$ cat config.mk
export PLATFORM = sky130hd
export DESIGN_NAME = ann_layer_sequencer_flat
export DESIGN_NICKNAME = d
export VERILOG_FILES = /design/src/rtl/ann_seq_if.sv /design/src/rtl/ann_layer_sequencer.sv /design/src/flat_wrapper.sv
export SDC_FILE = /design/constraint.sdc
export NUM_CORES = 1
export LEC_CHECK = 0
export ABC_CLOCK_PERIOD_IN_PS = 2310
export CORE_UTILIZATION = 40
export CTS_CLUSTER_SIZE = 16
export DETAILED_ROUTE_END_ITERATION = 8
export GPL_TIMING_DRIVEN = 1
export REMOVE_ABC_BUFFERS = 1
export SLEW_MARGIN = 25
export SYNTH_ARGS = -nofsm -noshare
export SYNTH_HDL_FRONTEND = slang
export SYNTH_SLANG_ARGS = --single-unit
$ cat constraint.sdc
create_clock -name clk -period 2.31 [get_ports clk]
set_input_delay 0.462 -clock clk [delete_from_list [all_inputs] [get_ports clk]]
set_output_delay 0.462 -clock clk [all_outputs]
set_load 0.01 [all_outputs]
$ cat src/rtl/ann_seq_if.sv
// ann_seq_if: the bus between the ANN controller side and ann_layer_sequencer.
// It carries the layer start pulse, the issue gating inputs, the MAC-array
// controls and the completion pulse.
// Optional build macro ANN_SEQ_PERF_CNT_EN adds the stall_cycles counter signal.
interface ann_seq_if #(
  parameter int IDX_W = 7
);
  logic             reset_accum;
  logic             coeff_ready;
  logic [IDX_W-1:0] max_input;
  logic             mac_ready;
  logic [IDX_W-1:0] input_index;
  logic             mac_enable;
  logic             clear_accum;
  logic             apply_activation;
  logic             n_start_done;
  logic             busy;
`ifdef ANN_SEQ_PERF_CNT_EN
  logic [15:0]      stall_cycles;

  modport master (
    output reset_accum, coeff_ready, max_input, mac_ready,
    input  input_index, mac_enable, clear_accum, apply_activation,
           n_start_done, busy, stall_cycles
  );

  modport slave (
    input  reset_accum, coeff_ready, max_input, mac_ready,
    output input_index, mac_enable, clear_accum, apply_activation,
           n_start_done, busy, stall_cycles
  );
`else
  modport master (
    output reset_accum, coeff_ready, max_input, mac_ready,
    input  input_index, mac_enable, clear_accum, apply_activation,
           n_start_done, busy
  );

  modport slave (
    input  reset_accum, coeff_ready, max_input, mac_ready,
    output input_index, mac_enable, clear_accum, apply_activation,
           n_start_done, busy
  );
`endif
endinterface

$ cat src/rtl/ann_layer_sequencer.sv
// ann_layer_sequencer: runs one layer pass per reset_accum pulse.
// The pass sequence is: clear the accumulators, then stream the input indices
// to the MAC array, then drain the MAC pipeline, then strobe activation, and
// finally pulse n_start_done.
// n_start_done is active-high; its name is historical.
// Optional build macro ANN_SEQ_PERF_CNT_EN adds the stall_cycles counter.
module ann_layer_sequencer #(
  parameter int IDX_W      = 7,
  parameter int MAX_INPUTS = 64,
  parameter int PIPE_DEPTH = 2
) (
  input  logic    clk,
  input  logic    n_rst,
  ann_seq_if.slave bus
);

  typedef enum logic [2:0] {
    S_IDLE     = 3'd0,
    S_CLEAR    = 3'd1,
    S_STREAM   = 3'd2,
    S_DRAIN    = 3'd3,
    S_ACTIVATE = 3'd4,
    S_DONE     = 3'd5
  } state_t;

  localparam logic [IDX_W-1:0] MAX_IN_C   = IDX_W'(MAX_INPUTS);
  localparam logic [IDX_W-1:0] ONE_C      = IDX_W'(1);
  // A zero-depth pipeline still spends one cycle in DRAIN.
  localparam logic [3:0]       LAST_DRAIN = (PIPE_DEPTH == 0) ? 4'd0 : 4'(PIPE_DEPTH - 1);

  state_t           state_q, state_d;
  logic [IDX_W-1:0] idx_q, idx_d;
  logic [IDX_W-1:0] limit_q, limit_d;
  logic [3:0]       drain_q, drain_d;
  logic [IDX_W-1:0] limit_in_s;
  logic             mac_en_s;

  assign limit_in_s = (bus.max_input > MAX_IN_C) ? MAX_IN_C : bus.max_input;
  // An issue happens only while streaming, and only when both operands and the MAC array are ready.
  assign mac_en_s   = (state_q == S_STREAM) & bus.coeff_ready & bus.mac_ready;

  // Next-state logic for the state, the index counter, the latched limit and the drain counter.
  always_comb begin
    state_d = state_q;
    idx_d   = idx_q;
    limit_d = limit_q;
    drain_d = drain_q;
    case (state_q)
      S_IDLE: begin
        state_d = S_IDLE;
      end
      S_CLEAR: begin
        idx_d   = {IDX_W{1'b0}};
        drain_d = 4'd0;
        if (limit_q == {IDX_W{1'b0}}) begin
          state_d = S_DRAIN;
        end else begin
          state_d = S_STREAM;
        end
      end
      S_STREAM: begin
        if (mac_en_s) begin
          if (idx_q == (limit_q - ONE_C)) begin
            state_d = S_DRAIN;
            drain_d = 4'd0;
          end else begin
            idx_d = idx_q + ONE_C;
          end
        end else begin
          idx_d = idx_q;
        end
      end
      S_DRAIN: begin
        if (drain_q == LAST_DRAIN) begin
          state_d = S_ACTIVATE;
        end else begin
          drain_d = drain_q + 4'd1;
        end
      end
      S_ACTIVATE: begin
        state_d = S_DONE;
      end
      S_DONE: begin
        state_d = S_IDLE;
      end
      default: begin
        state_d = S_IDLE;
      end
    endcase
    // A start pulse in any state restarts the pass with a freshly latched limit.
    if (bus.reset_accum) begin
      state_d = S_CLEAR;
      limit_d = limit_in_s;
    end else begin
      limit_d = limit_q;
    end
  end

  // Sequencer state registers.
  always_ff @(posedge clk or negedge n_rst) begin
    if (!n_rst) begin
      state_q <= S_IDLE;
      idx_q   <= {IDX_W{1'b0}};
      limit_q <= {IDX_W{1'b0}};
      drain_q <= 4'd0;
    end else begin
      state_q <= state_d;
      idx_q   <= idx_d;
      limit_q <= limit_d;
      drain_q <= drain_d;
    end
  end

  assign bus.input_index      = idx_q;
  assign bus.mac_enable       = mac_en_s;
  assign bus.clear_accum      = (state_q == S_CLEAR);
  assign bus.apply_activation = (state_q == S_ACTIVATE);
  assign bus.n_start_done     = (state_q == S_DONE);
  assign bus.busy             = (state_q != S_IDLE);

`ifdef ANN_SEQ_PERF_CNT_EN
  logic [15:0] stall_q, stall_d;

  // Count streaming cycles without an issue; saturate, clear at each new pass.
  always_comb begin
    stall_d = stall_q;
    if (state_q == S_CLEAR) begin
      stall_d = 16'd0;
    end else if ((state_q == S_STREAM) && !mac_en_s && (stall_q != 16'hFFFF)) begin
      stall_d = stall_q + 16'd1;
    end else begin
      stall_d = stall_q;
    end
  end

  // Stall counter register.
  always_ff @(posedge clk or negedge n_rst) begin
    if (!n_rst) begin
      stall_q <= 16'd0;
    end else begin
      stall_q <= stall_d;
    end
  end

  assign bus.stall_cycles = stall_q;
`endif

endmodule

$ cat src/flat_wrapper.sv
// flat-port wrapper written by rule: the top's interface ports become plain ports
module ann_layer_sequencer_flat 
#(
  parameter int IDX_W      = 7,
  parameter int MAX_INPUTS = 64,
  parameter int PIPE_DEPTH = 2
)
  (clk, n_rst, bus_reset_accum, bus_coeff_ready, bus_max_input, bus_mac_ready, bus_input_index, bus_mac_enable, bus_clear_accum, bus_apply_activation, bus_n_start_done, bus_busy);
  ann_seq_if #(.IDX_W(IDX_W)) bus_i ();
  input  logic clk;
  input  logic n_rst;
  input wire logic [$bits(bus_i.reset_accum)-1:0] bus_reset_accum;
  input wire logic [$bits(bus_i.coeff_ready)-1:0] bus_coeff_ready;
  input wire logic [$bits(bus_i.max_input)-1:0] bus_max_input;
  input wire logic [$bits(bus_i.mac_ready)-1:0] bus_mac_ready;
  output wire logic [$bits(bus_i.input_index)-1:0] bus_input_index;
  output wire logic [$bits(bus_i.mac_enable)-1:0] bus_mac_enable;
  output wire logic [$bits(bus_i.clear_accum)-1:0] bus_clear_accum;
  output wire logic [$bits(bus_i.apply_activation)-1:0] bus_apply_activation;
  output wire logic [$bits(bus_i.n_start_done)-1:0] bus_n_start_done;
  output wire logic [$bits(bus_i.busy)-1:0] bus_busy;
  assign bus_i.reset_accum = bus_reset_accum;
  assign bus_i.coeff_ready = bus_coeff_ready;
  assign bus_i.max_input = bus_max_input;
  assign bus_i.mac_ready = bus_mac_ready;
  assign bus_input_index = bus_i.input_index;
  assign bus_mac_enable = bus_i.mac_enable;
  assign bus_clear_accum = bus_i.clear_accum;
  assign bus_apply_activation = bus_i.apply_activation;
  assign bus_n_start_done = bus_i.n_start_done;
  assign bus_busy = bus_i.busy;
  ann_layer_sequencer #(.IDX_W(IDX_W), .MAX_INPUTS(MAX_INPUTS), .PIPE_DEPTH(PIPE_DEPTH)) u_core (.clk(clk), .n_rst(n_rst), .bus(bus_i));
endmodule
==> results_dict.tcl, run 1 <==
set metrics [dict create \
    place.gp.congestion 0.796 \
    power.share.clock 0.168 \
    placed_area_um2 1710 \
    drive_above_1_share 0.154 \
    ir_drop_mv 0.336 \
    path_clk_slew_ns 0.13 \
    cts_max_path_buffers 2 \
    die_x_um 60.6 \
    power_leakage_uw 0.000823 \
    portBuffers 23 \
    die_area_um2 3680 \
    crit_fanout 7 \
    yosys_warnings 0 \
    setup-tns-final_ns 0 \
    start_kind "flip-flop" \
    dp_hpwl_um 2300 \
    rows 20 \
    wire_per_inst_um 13.6 \
    vias 1200 \
    ys_ff_latch 21 \
    post-route-period-util 0.959 \
    syn_inst 151 \
    nets 199 \
    arrival_ns 1.75 \
    cp-end-kind "primary output" \
    slowest_delay_ns 0.48 \
    grt_max_degree 22 \
    fmaxAchievable_mhz 451 \
    avgViaCountPerCell 5.31 \
    swShare 0.366 \
    power_switching_uw 401 \
    reg2reg_slack_ns 0.17 \
    crit_type "flip-flop to primary output" \
    reg2reg_depth 7 \
    grt_pass1_vias 1155 \
    postCtsSetupRepairBufs 0 \
    worstMarginPinSlew_ns 0.358 \
    syn_to_final_growth_pct 27.8 \
    fin_hold_ws_ns 0.478 \
    finalPower_uw 1100 \
    finalCriticalPeriod_ns 2.22 \
    synth-edff-count 0 \
    antenna_found_initial 0 \
    numClockSinks 21 \
    setup_violations 0 \
    ys_seq_area_frac 0.382 \
    overflow 0 \
    ioPinCount 24 \
    slew_headroom 0.761 \
    first_iter_violations 73 \
    finClkSkew_ns 0.0157 \
    cts_root_buf "clkbuf_4" \
    grt_usage 0.184 \
    syn_avg_cell_area_um2 9.11 \
    totalWireLength_um 3070 \
    cts_buffers 3 \
    required_ns 1.85 \
    drc 0 \
    ys_types 44 \
    setup_ws_ns 0.0938 \
    h-tree-depth 1 \
    slew_viol_final 0 \
    seqPwrFrac 0.445 \
    drv_cap 0 \
    min_path_type "primary input to asynchronous set/reset pin" \
    power_density_nw_per_um2 623 \
    ys.flop_type "dfrtp_1" \
    diodes 0 \
    firstDrtPassIters 4 \
    grt_pass1_wl_um 5070 \
    cp_slowest_cell "clkdlybuf4s50_1" \
    post-place-ws_ns 0.0281 \
    drtAntennaViolNets 0 \
    clkLatencyLatePin_ns 0.31 \
    core_um2 3150 \
    outcome "finished clean" \
    netlist_area_um2 1380 \
    combPwrFrac 0.386 \
    die_y_um 60.6 \
    start_util 0.436 \
    synthArstFlopShare 1.00 \
    hold_violations 0 \
    final_area_um2 1760 \
    p_int_uw 695 \
    tritoncts "done" \
    regToRegEndpoint "u_core.drain_q[0]$_DFFE_PN0P_" \
    r2r-start "u_core.limit_q[1]$_DFFE_PN0P_" \
    worstPathCellList "buf_4 > or3_1 > clkdlybuf4s50_1" \
]
-- worst max path at each step --
stage | start | end | slack, ns
floorplan | u_core.limit_q[0]$_DFFE_PN0P_ | u_core.bus.input_index[3]$_DFFE_PN0P_ | 0.20
global placement | bus_mac_ready | bus_mac_enable | 0.05
detailed placement | bus_mac_ready | bus_mac_enable | 0.03
CTS | u_core.state_q[2]$_DFFE_PN0P_ | bus_clear_accum | 0.0004
global route | u_core.state_q[2]$_DFFE_PN0P_ | bus_busy | -0.0004
finish | u_core.state_q[2]$_DFFE_PN0P_ | bus_busy | 0.09
-- placed cells by master (no fill, tap or decap), types with 6 or more instances in the layout --
cell type	instances
nand2_1	15
buf_4	12
clkdlybuf4s50_1	21
nand3_1	6
inv_1	10
nor2_1	6
dfrtp_1	21
mux2i_1	7
nand3b_1	7
o21ai_0	9
-- layer usage --
layer  part of all wire  vias to the layer above  wire, um  global-route usage
met2               0.46                       24      1430               0.294
li1                   -                      604         -                   -
met1               0.49                      570      1520               0.252
met4             0.0049                        0        15              0.0714
met5                  0                        -         0                   0
met3              0.036                        2       110              0.0299
-- per-stage QoR --
step                 util  instances
CTS                 0.552        226
finish              0.558        226
detailed placement  0.543        222
global route        0.558        226
floorplan               -        143
global placement    0.543        222
-- cell families after synthesis --
group                      share of synthesized area
and+or+nand+nor                                0.268
AOI/OAI and AO/OA                              0.139
DFF                                            0.382
buffers and inverters                         0.0555
muxes                                         0.0673
xor gates and xnor gates                      0.0510
adders and majority gates                     0.0364
-- final cells by class --
class	count	area (um^2)
clock buffer	3	22.5
clock inverter	1	5.00
fill	308	1400
inverter	10	37.5
multi-input combinational	112	787
sequential	21	526
tap	44	55.1
timing repair buffer	35	325
-- flip-flops by register name, summed over array words and instances, names as in the netlist --
signal                  flops
u_core.drain_q              4
u_core.limit_q              7
u_core.bus.input_index      7
u_core.state_q              3
-- synthesized netlist by cell type, types with 2 or more instances --
cell	count	area share
nand3_1	6	0.022
o211ai_1	2	0.011
nor2b_1	4	0.018
o21ai_0	9	0.033
ha_1	4	0.036
and4_1	2	0.013
nand2b_1	3	0.014
xnor2_1	4	0.025
clkbuf_1	6	0.016
o22ai_1	3	0.014
a21boi_0	2	0.011
a21oi_1	4	0.015
o2111ai_1	2	0.013
mux2i_1	7	0.051
dfrtp_1	21	0.38
nand2_1	15	0.041
inv_1	10	0.027
nor3_2	3	0.022
a31oi_1	2	0.0091
nor3b_1	2	0.011
xor2_1	4	0.025
mux2_2	2	0.016
nor2_1	6	0.016
and3_1	2	0.0091
nand3b_1	7	0.038
-- worst max-delay path, delay by kind of cell, from the launching register on --
| kind | cells | cell delay, ns |
|---|---|---|
| flops | 1 | 0.44 |
| buf+inv | 2 | 0.65 |
| simple gates | 1 | 0.36 |
-- power by group through the flow --
stage | clock, uW | combinational [uW] | sequential [uW]
after floorplan | 0 | 240 | 486
after global placement | 0 | 413 | 487
after detailed placement | 0 | 418 | 491
after CTS | 192 | 420 | 483
after global routing | 209 | 471 | 497
final | 184 | 423 | 488
-- timing repair --
item / CTS / global route
resized for setup: 0 / 5
setup endpoints to repair: 0 / 13
hold endpoints to repair: 0 / 0
hold buffers: 0 / 0
No activity file was read; power rests on OpenSTA's default activity.
==> run 2: changes to the inputs <==
--- a/config.mk
+++ b/config.mk
@@ -5,11 +5,12 @@
 export SDC_FILE = /design/constraint.sdc
 export NUM_CORES = 1
 export LEC_CHECK = 0
-export ABC_CLOCK_PERIOD_IN_PS = 2310
+export ABC_CLOCK_PERIOD_IN_PS = 1950
 export CORE_UTILIZATION = 40
 export CTS_CLUSTER_SIZE = 16
 export DETAILED_ROUTE_END_ITERATION = 8
 export GPL_TIMING_DRIVEN = 1
+export PLACE_DENSITY = 0.66
 export REMOVE_ABC_BUFFERS = 1
 export SLEW_MARGIN = 25
 export SYNTH_ARGS = -nofsm -noshare
==> constraint.sdc (replaced) <==
create_clock -name clk -period 1.95 [get_ports clk]
set_input_delay 0.39 -clock clk [delete_from_list [all_inputs] [get_ports clk]]
set_output_delay 0.39 -clock clk [all_outputs]
set_load 0.01 [all_outputs]
==> run 2 against run 1 <==
  * The run now ends with setup timing left
  * Clock-buffer cell count increased by 1
  * Global-route usage increased by 3.4 points
  * Worst hold slack got worse by 0.073 ns
  * First-iteration DRC count decreased by 8.2%
  * Worst setup slack got worse by 0.27 ns
  * Clock power increased by 20%
==> results_dict.tcl, run 2 (same netlist as run 1, synthesis figures left out) <==
set metrics [dict create \
    grt_max_degree 22 \
    grt_usage 0.219 \
    diodes 0 \
    slew_viol_final 0 \
    setup-tns-final_ns -1.34 \
    finalPower_uw 1420 \
    power_density_nw_per_um2 717 \
    hold_buffers 0 \
    firstDrtPassIters 5 \
    cts_max_path_buffers 2 \
    nets 221 \
    antenna_found_initial 0 \
    portBuffers 23 \
    ir_drop_mv 0.414 \
    crit_fanout 8 \
    busiest_layer "met2" \
    rows 20 \
    dp_cells 236 \
    drtAntennaViolNets 0 \
    ioPinCount 24 \
    die_x_um 60.6 \
    fillers 281 \
    finClkSkew_ns 0.00301 \
    overflow 0 \
    rsz0062_at_grt "yes" \
    final_util 0.628 \
    fin_cells 248 \
    vias 1311 \
    final_cell_mix "33 x buf_4, 18 x clkdlybuf4s50_1, 18 x dfrtp_1" \
    cts_root_buf "clkbuf_4" \
    setup_violations 12 \
    wire_per_inst_um 14.2 \
    first_iter_violations 67 \
    use_met2 0.370 \
    final_area_um2 1980 \
    slew_headroom 0.706 \
    drc 0 \
    totalWireLength_um 3520 \
    post-route-period-util 1.09 \
    h-tree-depth 1 \
    placed_area_um2 1820 \
    fmaxAchievable_mhz 470 \
    numClockSinks 21 \
    tritoncts "done" \
    die_y_um 60.6 \
    clkLatencyLatePin_ns 0.31 \
    hold_violations 0 \
    grtUsageMet1 0.292 \
    core_um2 3150 \
    drv_cap 0 \
    layout_commonest_cell "buf_4" \
    syn_to_final_growth_pct 43.9 \
    violations "setup timing" \
    grt_pass1_vias 1253 \
    worstMarginPinSlew_ns 0.440 \
    required_ns 2.19 \
    drive_above_1_share 0.299 \
    start_kind "flip-flop" \
    dp_hpwl_um 2520 \
    start_util 0.436 \
    cp-end-kind "flip-flop" \
    avgViaCountPerCell 5.29 \
    met3_usage 0.0192 \
    outcome "complete, but fails checks" \
    power_leakage_uw 0.000935 \
    finalCriticalPeriod_ns 2.13 \
    arrival_ns 2.36 \
    die_area_um2 3680 \
    grt_pass1_wl_um 5900 \
    crit_type "flip-flop to flip-flop" \
    place.gp.congestion 0.845 \
    setup_ws_ns -0.177 \
    cts_buffers 3 \
    min_path_type "primary input to asynchronous set/reset pin" \
    path_clk_slew_ns 0.12 \
]
[run 2: changes by cell type in the layout (fill, tap and decap cells not counted), sizes merged]
cell	delta
buf	+22
clkbuf	+3
clkdlybuf4s50	-3
dlygate4sd2	+2
dlymetal6s2s	-2
clkdlybuf4s15	+1
clkinv	-1
[run 2: area by class of cell]
cell class                 count  area (um^2)  share of cell area
inverter                      10         37.5              0.0190
tap                           44         55.1              0.0278
clock buffer                   4         26.3              0.0133
sequential                    21          529               0.267
timing repair buffer          57          477               0.241
multi-input combinational    112          855               0.432
[run 2: routing by layer]
metal	share of wire	vias to the layer above
met1	0.45	631
met2	0.50	32
met5	0	-
li1	-	641
met3	0.027	7
met4	0.017	0
[run 2: through the flow]
step / setup slack, ns / hold slack [ns]
after global routing: -0.270 / 0.415
after CTS: -0.203 / 0.415
after detailed placement: -0.234 / 0.535
after floorplan: -0.158 / 0.0944
after global placement: -0.176 / 0.526
final: -0.177 / 0.405
[run 2: power by group]
group	leakage [uW]	internal, uW	switching (uW)
sequential	0.000274	495	69.7
combinational	0.000646	316	318
clock	0.0000150	80.0	140
[run 2: final timing paths]
check	startpoint	endpoint	slack, ns	cells past startpoint
min in group clk	u_core.drain_q[0]$_DFFE_PN0P_	u_core.drain_q[0]$_DFFE_PN0P_	0.56	1
max in group asynchronous	n_rst	u_core.state_q[1]$_DFFE_PN0P_	1.30	2
worst min register to register	u_core.drain_q[0]$_DFFE_PN0P_	u_core.drain_q[0]$_DFFE_PN0P_	0.56	1
worst max register to register	u_core.limit_q[0]$_DFFE_PN0P_	u_core.bus.input_index[5]$_DFFE_PN0P_	-0.18	8
worst max-delay path	u_core.limit_q[0]$_DFFE_PN0P_	u_core.bus.input_index[5]$_DFFE_PN0P_	-0.18	8
worst min-delay path	n_rst	u_core.drain_q[0]$_DFFE_PN0P_	0.41	2
[run 2: critical path, stage by stage (launching register included)]
cell	delay (ns)
dfrtp_1	0.42
inv_2	0.10
ha_4	0.14
nor2b_2	0.17
a21oi_1	0.09
or4b_1	0.54
buf_6	0.16
o2111ai_4	0.18
mux2i_1	0.24
[run 2: what timing repair did]
item,4_1_cts,5_1_grt
buffers inserted,5,3
resized for setup,20,9
pin swaps,4,4
setup endpoints to repair,17,15
